[config.mk]
export PLATFORM = sky130hd
export DESIGN_NAME = mcntrl_rd_gather
export DESIGN_NICKNAME = d
export VERILOG_FILES = /design/src/rtl/mcntrl_pkg.sv /design/src/rtl/mcntrl_start_delay.sv /design/src/rtl/mcntrl_rd_gather.sv
export SDC_FILE = /design/constraint.sdc
export NUM_CORES = 1
export LEC_CHECK = 0
export ABC_AREA = 1
export CORE_ASPECT_RATIO = 0.6
export CORE_MARGIN = 2
export CORE_UTILIZATION = 48
export DETAILED_ROUTE_END_ITERATION = 8
export PLACE_DENSITY = 0.85
export SETUP_SLACK_MARGIN = 0.3
export SLEW_MARGIN = 15
export SYNTH_ARGS = -nofsm -noshare
export SYNTH_HDL_FRONTEND = slang
export SYNTH_SLANG_ARGS = --single-unit
[constraint.sdc]
create_clock -name oclk_div -period 1.8 [get_ports oclk_div]
set_input_delay 0.27 -clock oclk_div [delete_from_list [all_inputs] [get_ports oclk_div]]
set_output_delay 0.27 -clock oclk_div [all_outputs]
set_load 0.01 [all_outputs]
[src/rtl/mcntrl_pkg.sv]
// Shared constants for the memory-controller read path: burst length and
// deserializer geometry.
package mcntrl_pkg;

  localparam int BL             = 8;
  localparam int SERDES_WIDTH   = 4;
  localparam int BEATS_PER_WORD = 4;
  // Beats in one memory clock: the granularity of rd_shift.
  localparam int HALF_WORD      = BEATS_PER_WORD / 2;

endpackage

[src/rtl/mcntrl_start_delay.sv]
// Variable-tap delay line for accepted read starts, followed by a two-stage tap
// pipeline that marks the cycles one and two words after the first data word.
module mcntrl_start_delay #(
  parameter int LAT_WIDTH = 5
) (
  input  logic                 clk,
  input  logic                 rst_n,
  input  logic                 i_start,
  input  logic [LAT_WIDTH-1:0] i_lat,
  input  logic                 i_stage2_en,
  output logic                 o_prev,
  output logic [1:0]           o_tap
);

  localparam int DEPTH = 2 ** LAT_WIDTH;

  logic [DEPTH-1:0] r_line;
  logic [DEPTH-1:0] w_taken;
  logic [DEPTH-1:0] w_line_kept;
  logic [1:0]       r_tap;

  // A start is removed from the line once tapped, so a latency change mid-flight
  // cannot make the same start hit the tap twice.
  assign w_taken     = DEPTH'(1) << i_lat;
  assign w_line_kept = r_line & ~w_taken;

  always_ff @(posedge clk or negedge rst_n) begin
    if (!rst_n) begin
      r_line <= '0;
      r_tap  <= '0;
    end else begin
      r_line   <= {w_line_kept[DEPTH-2:0], i_start};
      r_tap[0] <= r_line[i_lat];
      // Only bursts that still need the third word advance to the second stage.
      r_tap[1] <= r_tap[0] & i_stage2_en;
    end
  end

  assign o_prev = r_line[0];
  assign o_tap  = r_tap;

endmodule

[src/rtl/mcntrl_rd_gather.sv]
// Read-data gatherer for one DDR3 byte lane group: aligns deserialized words to
// issued read commands and assembles each BL8 burst into a single wide word.
module mcntrl_rd_gather
  import mcntrl_pkg::*;
#(
  parameter int NUM_DQ    = 8,
  parameter int LAT_WIDTH = 5
) (
  input  logic                           oclk_div,
  input  logic                           rst_n,
  input  logic [SERDES_WIDTH*NUM_DQ-1:0] din,
  input  logic                           rd_start,
  input  logic [LAT_WIDTH-1:0]           rd_lat,
  input  logic                           rd_shift,
  input  logic                           err_clr,
  output logic [BL*NUM_DQ-1:0]           dout,
  output logic                           dout_valid,
  output logic                           err_overlap
);

  localparam int WORD_W = SERDES_WIDTH * NUM_DQ;
  localparam int WIN_W  = 3 * SERDES_WIDTH;
  localparam int OFF_W  = $clog2(WIN_W);

  logic              w_prev_acc;
  logic              w_accept;
  logic              w_drop;
  logic              w_emit;
  logic [1:0]        w_tap;
  logic [OFF_W-1:0]  w_off;
  logic [BL*NUM_DQ-1:0] w_asm;

  logic [WORD_W-1:0]    r_hist0;
  logic [WORD_W-1:0]    r_hist1;
  logic [BL*NUM_DQ-1:0] r_dout;
  logic                 r_valid;
  logic                 r_err;

  assign w_accept = rd_start & ~w_prev_acc;
  assign w_drop   = rd_start &  w_prev_acc;

  mcntrl_start_delay #(
    .LAT_WIDTH (LAT_WIDTH)
  ) u_start_delay (
    .clk         (oclk_div),
    .rst_n       (rst_n),
    .i_start     (w_accept),
    .i_lat       (rd_lat),
    .i_stage2_en (rd_shift),
    .o_prev      (w_prev_acc),
    .o_tap       (w_tap)
  );

  // Shift 0 completes on W1 (first tap stage); shift 1 needs W2 (second stage).
  assign w_emit = rd_shift ? w_tap[1] : w_tap[0];
  assign w_off  = rd_shift ? OFF_W'(HALF_WORD) : OFF_W'(BEATS_PER_WORD);

  // Window per lane = {live word, previous, one before}; the burst sits at
  // offset 4 (W0 = previous) or offset 2 (W0 = one before, upper half).
  for (genvar gi = 0; gi < NUM_DQ; gi++) begin : g_lane
    logic [WIN_W-1:0] w_window;
    assign w_window = {din[gi*SERDES_WIDTH +: SERDES_WIDTH],
                       r_hist0[gi*SERDES_WIDTH +: SERDES_WIDTH],
                       r_hist1[gi*SERDES_WIDTH +: SERDES_WIDTH]};
    assign w_asm[gi*BL +: BL] = w_window[w_off +: BL];
  end

  always_ff @(posedge oclk_div or negedge rst_n) begin
    if (!rst_n) begin
      r_hist0 <= '0;
      r_hist1 <= '0;
      r_dout  <= '0;
      r_valid <= 1'b0;
    end else begin
      r_hist0 <= din;
      r_hist1 <= r_hist0;
      r_valid <= w_emit;
      if (w_emit) begin
        r_dout <= w_asm;
      end
    end
  end

  // A dropped start wins over a coincident clear.
  always_ff @(posedge oclk_div or negedge rst_n) begin
    if (!rst_n) begin
      r_err <= 1'b0;
    end else if (w_drop) begin
      r_err <= 1'b1;
    end else if (err_clr) begin
      r_err <= 1'b0;
    end
  end

  assign dout        = r_dout;
  assign dout_valid  = r_valid;
  assign err_overlap = r_err;

endmodule

==> results of run 1 <==
worst max-delay path by stage:
stage                                                 from                                 to  slack [ns]  cells after the start
after detailed placement                         rd_lat[0]  u_start_delay.r_line[6]$_DFF_PN0_        0.06                      6
after floorplan                                   rd_shift               dout[29]$_DFFE_PN0P_        0.54                      6
final                                  dout[1]$_DFFE_PN0P_                            dout[1]        0.40                      1
after global placement                           rd_lat[0]  u_start_delay.r_line[4]$_DFF_PN0_        0.11                      7
after CTS                              dout[1]$_DFFE_PN0P_                            dout[1]        0.38                      1
after global routing      u_start_delay.o_tap[0]$_DFF_PN0_               dout[62]$_DFFE_PN0P_        0.34                      4
layer usage:
layer | global-route usage, % | vias to the layer above
met4 | 5.79 | 0
met1 | 29.0 | 2146
met3 | 6.16 | 8
met5 | 0 | -
met2 | 34.1 | 140
li1 | - | 2269
kinds of logic (layout without fill, tap and decap cells):
logic type | after synthesis | in the layout | share of synthesized area [%]
mux | 2 | 2 | 0.419
buf+inv | 106 | 223 | 8.22
simple gates | 226 | 226 | 14.8
flops | 148 | 148 | 62.1
compound gates | 161 | 161 | 14.5
flip-flops by register name, indices dropped and copies added (netlist names):
name and cells:
dout 64, r_hist0 32, u_start_delay.r_line 32, r_hist1 16, u_start_delay.o_tap 2, dout_valid 1, err_overlap 1
cell usage after synthesis:
cell type  count  area share [%]
a21boi_0       3            0.38
a21oi_1       84             7.0
a21oi_2       12             1.8
a31oi_1        5            0.52
buf_1          1           0.063
buf_2         11            0.92
buf_4          3            0.38
buf_6          9             1.7
clkbuf_1      14            0.88
clkinv_1       1           0.063
dfrtp_1      148              62
inv_1         66             4.2
inv_2          1           0.063
mux2_4         1            0.25
mux2i_1        1            0.17
nand2_1      101             6.4
nand3_1       22             1.8
nor2_1       101             6.4
nor4_1         2            0.21
o21ai_0       56             4.7
o21ai_1        1           0.084
where the power goes:
part / switching, µW / leakage, µW / internal [µW]
sequential: 285 / 0.00173 / 3860
clock: 1450 / 0.000264 / 1940
combinational: 1040 / 0.00165 / 820
total: 2780 / 0.00365 / 6620
cells in the final DEF (no fill, tap or decap):
cell type / netlist / routed
clkbuf_16: 0 / 17
a21oi_1: 84 / 84
o21ai_0: 56 / 56
clkbuf_1: 14 / 1
nor2_1: 101 / 101
clkinv_4: 0 / 1
a31oi_1: 5 / 5
nor4_1: 2 / 2
dlygate4sd3_1: 0 / 1
inv_2: 1 / 1
dfrtp_1: 148 / 148
clkinvlp_4: 0 / 5
mux2i_1: 1 / 1
inv_8: 0 / 2
nand3_1: 22 / 22
o21ai_1: 1 / 1
mux2_4: 1 / 1
buf_12: 0 / 4
inv_1: 66 / 66
nand2_1: 101 / 101
a21oi_2: 12 / 12
buf_6: 9 / 2
a21boi_0: 3 / 3
clkinv_1: 1 / 1
inv_6: 0 / 5
dlygate4sd2_1: 0 / 66
clkdlybuf4s50_1: 0 / 39
buf_4: 3 / 11
bufinv_16: 0 / 1
worst register-to-register path: cells and delay by family, from the launching register on:
| kind | cells | cell delay, ns |
|---|---|---|
| buf+inv | 1 | 0.31 |
| mux | 1 | 0.28 |
| flops | 1 | 0.39 |
| simple gates | 1 | 0.19 |
| compound gates | 1 | 0.06 |
metrics by stage:
step | util [%] | hold slack, ns | area [µm²] | instances
floorplan | - | -0.0256 | 5960 | 643
global placement | 59.2 | 0.245 | 7170 | 892
detailed placement | 59.2 | 0.248 | 7170 | 892
CTS | 63.4 | 0.306 | 7670 | 925
global route | 63.4 | 0.308 | 7670 | 925
finish | 63.4 | 0.321 | 7670 | 925
timing repair:
action                                  in CTS  in global routing
gates resized for setup                     67                  0
hold endpoints to repair                    47                  0
hold buffers                                 1                  0
endpoints found under the setup margin      67                  0
final cells by class:
cell class              count  area [µm²]
clock buffers              18         429
multi-input cells         389        1770
flip-flops and latches    148        3700
inverters                  68         255
clock inverters            14         143
well taps                 165         206
fillers                  1039        4430
repair buffers            123        1160
==> flow_summary.yaml, run 1 <==
pwr:
  powerDensity_nw_per_um2: 1230
  p_total_uw: 9400
  peakVddDrop_uv: 738
  leakage_uw: 0.00365
grt:
  grt_max_degree: 129
  gr-total-overflow: 0
  antenna_found_initial: 0
  grt_pass1_vias: 4650
  grt.total_usage_pct: 21.4
  grt_pass1_wl_um: 22700
placement:
  dpl.hpwl_um: 9060
  preCtsSetupSlack_ns: 0.0607
  gp_congestion: 0.919
  io_buffers: 107
drt:
  route.vias.total: 4563
  dr.pass1.iters: 5
  wl_met3_um: 857
  top_layer: "met4"
  wl_met2_um: 6240
  post-route-drc-count: 0
  drtIter0Drc: 259
  met1_length_um: 6100
  wl_per_cell_um: 14.4
  wirelength_um: 13300
  ant_nets: 0
  post_drt_via_cell_ratio: 4.93
clocking:
  cts_tree: "done"
  postCtsSetupBuffers: 0
  insertion_delay_ns: 0.41
  cts.sinks: 148
  cts.path.max_buffers: 2
  h-tree-depth: 4
  root_buffer: "clkbuf_16"
  clkTransAtPathRegs_ns: 0.07
  cts-buffers-inserted: 17
yosys:
  yosysSeqAreaShare_pct: 62.1
  synth_nets: 685
  syn_inst: 643
  syn-mean-instance-area_um2: 9.28
  synth_seq_cells: 148
  ys.warnings.count: 0
  mappedNetlistArea_um2: 5960
  yosysUniqueCellTypes: 21
timing:
  final.setup.worst_slack_ns: 0.404
  finalHoldViolCount: 0
  fin_crit_ns: 1.40
  tightest_slew_ns: 0.556
  report.final.setup_viol: 0
  fin_setup_tns_ns: 0
  slew_violations: 0
  finalCritPeriodShare_pct: 77.6
  rsz0062_at_grt: "false"
  clock_skew_ns: 0.00982
  max_freq_ghz: 0.716
  slew-limit-headroom_pct: 62.9
critical_path:
  required_ns: 1.53
  crit_family: "flip-flops"
  path_buf_inv: 1
  critPathSlowestCell: "dfrtp_1"
  crit_chain: "dlygate4sd2_1"
  r2r_end: "dout[18]$_DFFE_PN0P_"
  reg2reg_slack_ns: 0.43
  worstSetupEndpointType: "output port"
  critPathLaunchType: "flop"
  rr_worst_depth: 4
  crit_fanout: 2
  r2r_start: "u_start_delay.o_tap[0]$_DFF_PN0_"
  cp_slowest_stage_delay_ns: 0.42
  crit_type: "flop to output port"
  cp.arrival_ns: 1.13
cells_and_area:
  num_antenna_cells: 0
  syn_to_final_growth_pct: 28.6
  layout.nets: 789
  drive_gt1_share_pct: 8.16
min_path:
  whs_endpoint: "r_hist0[26]$_DFF_PN0_"
  worstHoldStart: "din[26]"
  hold_depth: 1
  hp-class: "input pin to flop"
floorplanning:
  floorplan.rows: 31
  start_util_pct: 49.3
  die_area_um2: 13400
  die_width_um: 148
  coreArea_um2: 12100
  ios: 108
  die_h_um: 90.3
flow_run:
  max_cap_viol_count: 0
run_status:
  status: "complete, no violations"
(Power assumes the default switching activity.)
==> inputs of run 2 (changes only) <==
==> constraint.sdc (replaced) <==
create_clock -name oclk_div -period 1.35 [get_ports oclk_div]
set_input_delay 0.2025 -clock oclk_div [delete_from_list [all_inputs] [get_ports oclk_div]]
set_output_delay 0.2025 -clock oclk_div [all_outputs]
set_load 0.01 [all_outputs]
==> run 2 against run 1 <==
  * Power increased by 40%
  * Via count increased by 6.6%
  * Critical path depth increased by 3
  * Sequential power increased by 34%
  * Wire length increased by 8.1%
  * Register-to-register slack got worse by 0.32 ns
  * Critical path type is now flop to flop
  * Global-route usage increased by 0.96 points
  * Sequential cell count unchanged
  * Clock skew decreased by 0.0028 ns
  * Utilization increased by 3.4 points
==> flow_summary.yaml, run 2 (synthesis results as in run 1) <==
run_status:
  status: "complete, no violations"
grt:
  grt_pass1_vias: 4772
  grt_pass1_wl_um: 23600
  grt.total_usage_pct: 22.4
  gr-total-overflow: 0
  grt_max_degree: 112
  antenna_found_initial: 0
timing:
  fin_setup_tns_ns: 0
  clock_skew_ns: 0.00699
  slew-limit-headroom_pct: 71.6
  finalHoldViolCount: 0
  report.final.setup_viol: 0
  max_freq_ghz: 0.806
  slew_violations: 0
  finalCritPeriodShare_pct: 91.9
  tightest_slew_ns: 0.426
  rsz0062_at_grt: "true"
  fin_crit_ns: 1.24
floorplanning:
  ios: 108
  start_util_pct: 49.3
  die_h_um: 90.3
  floorplan.rows: 31
  die_area_um2: 13400
  coreArea_um2: 12100
  die_width_um: 148
drt:
  wl_per_cell_um: 14.7
  dr.pass1.iters: 5
  ant_nets: 0
  post_drt_via_cell_ratio: 4.95
  route.vias.total: 4864
  post-route-drc-count: 0
  drtIter0Drc: 267
  wirelength_um: 14400
critical_path:
  crit_type: "flop to flop"
  path_buf_inv: 1
  crit_chain: "mux2_4 -> buf_12 -> nor2_1 -> a21oi_1"
  required_ns: 1.64
  crit_fanout: 73
  critPathSlowestCell: "dfrtp_1"
  critPathLaunchType: "flop"
  cp.arrival_ns: 1.53
  worstSetupEndpointType: "flop"
  crit_family: "flip-flops"
  cp_slowest_stage_delay_ns: 0.38
clocking:
  cts-buffers-inserted: 17
  cts.path.max_buffers: 2
  h-tree-depth: 4
  clkTransAtPathRegs_ns: 0.06
  cts_tree: "done"
  insertion_delay_ns: 0.41
  root_buffer: "clkbuf_16"
  cts.sinks: 148
cells_and_area:
  syn_to_final_growth_pct: 35.5
  stdcell_area_um2: 8080
  drive_gt1_share_pct: 25.9
  fillCellCount: 980
  mostFrequentLayoutCells: "dfrtp_1 (148), nand2_1 (99), nor2_1 (92)"
  final_common_cell: "dfrtp_1"
  num_antenna_cells: 0
  layout.nets: 846
  largest_register_ffs: 64
pwr:
  p_sw_share_pct: 29.9
  switchingPower_uw: 3930
  powerDensity_nw_per_um2: 1630
  peakVddDrop_uv: 965
  p_int_uw: 9230
  p_total_uw: 13200
  pwr-share-clk_pct: 34.0
  seqPwrFrac_pct: 42.2
  leakage_uw: 0.00393
  combinationalPowerShare_pct: 23.9
placement:
  dpl.hpwl_um: 9060
  gp_congestion: 0.980
  io_buffers: 107
  placed_cell_area_um2: 7260
min_path:
  hp-class: "input pin to asynchronous set/reset pin"
flow_run:
  max_cap_viol_count: 0
## run 2: changes by cell type in the layout (fill, tap and decap cells not counted), sizes merged
cell	before	now
dlymetal6s2s	0	2
buf	17	140
clkdlybuf4s50	39	35
dlygate4sd2	66	2
inv	74	72
clkinv	2	4
bufinv	1	0
clkbuf	18	19
## run 2: worst paths after layout
kind	start	cells past startpoint	end	slack, ns
min	rst_n	2	dout[18]$_DFFE_PN0P_	0.20
min reg2reg	r_hist0[27]$_DFF_PN0_	0	r_hist1[27]$_DFF_PN0_	0.40
max reg2reg	u_start_delay.o_tap[0]$_DFF_PN0_	4	dout[56]$_DFFE_PN0P_	0.11
max in group asynchronous	rst_n	3	r_hist1[14]$_DFF_PN0_	0.59
min in group oclk_div	din[27]	1	r_hist0[27]$_DFF_PN0_	0.25
max	u_start_delay.o_tap[0]$_DFF_PN0_	4	dout[56]$_DFFE_PN0P_	0.11
## run 2: layout make-up
cell class	count	area, µm²	share of cell area [%]
clock buffer	19	453	5.60
timing repair buffer	180	1470	18.2
clock inverter	13	111	1.38
sequential	148	3700	45.8
inverter	68	267	3.30
multi-input combinational	389	1870	23.2
tap	165	206	2.55
## run 2: routing by layer
metal	up-vias	global-route usage, %	routed length, µm	part of all wire, %
met5	-	0	0	0
met2	180	34.7	6730	47
li1	2376	-	-	-
met1	2288	31.5	6500	45
met3	20	5.66	1040	7.2
met4	0	6.35	143	0.99
## run 2: per-stage QoR
stage	setup slack, ns	hold slack, ns	instances	util, %
2_1_floorplan	0.180	-0.0931	643	-
3_3_place_gp	-0.290	0.0701	895	60.0
3_5_place_dp	-0.334	0.0709	895	60.0
4_1_cts	0.106	0.204	959	64.5
5_1_grt	0.0450	0.225	982	66.8
6_report	0.109	0.205	982	66.8
## run 2: what timing repair did
action | CTS | global route
setup endpoints to repair | 158 | 156
gates resized for setup | 283 | 23
hold buffers | 1 | 0
buffers inserted | 31 | 23
endpoints found under the hold margin | 148 | 0
cloned | 0 | 0
pin swaps | 1 | 9
## run 2: power by group through the flow
stage / clock network, µW / logic, µW / registers [µW]
finish: 4470 / 3140 / 5550
global route: 4770 / 3460 / 5620
CTS: 4550 / 2820 / 5540
detailed placement: 0 / 2910 / 5640
global placement: 0 / 2840 / 5590
floorplan: 0 / 1100 / 5820
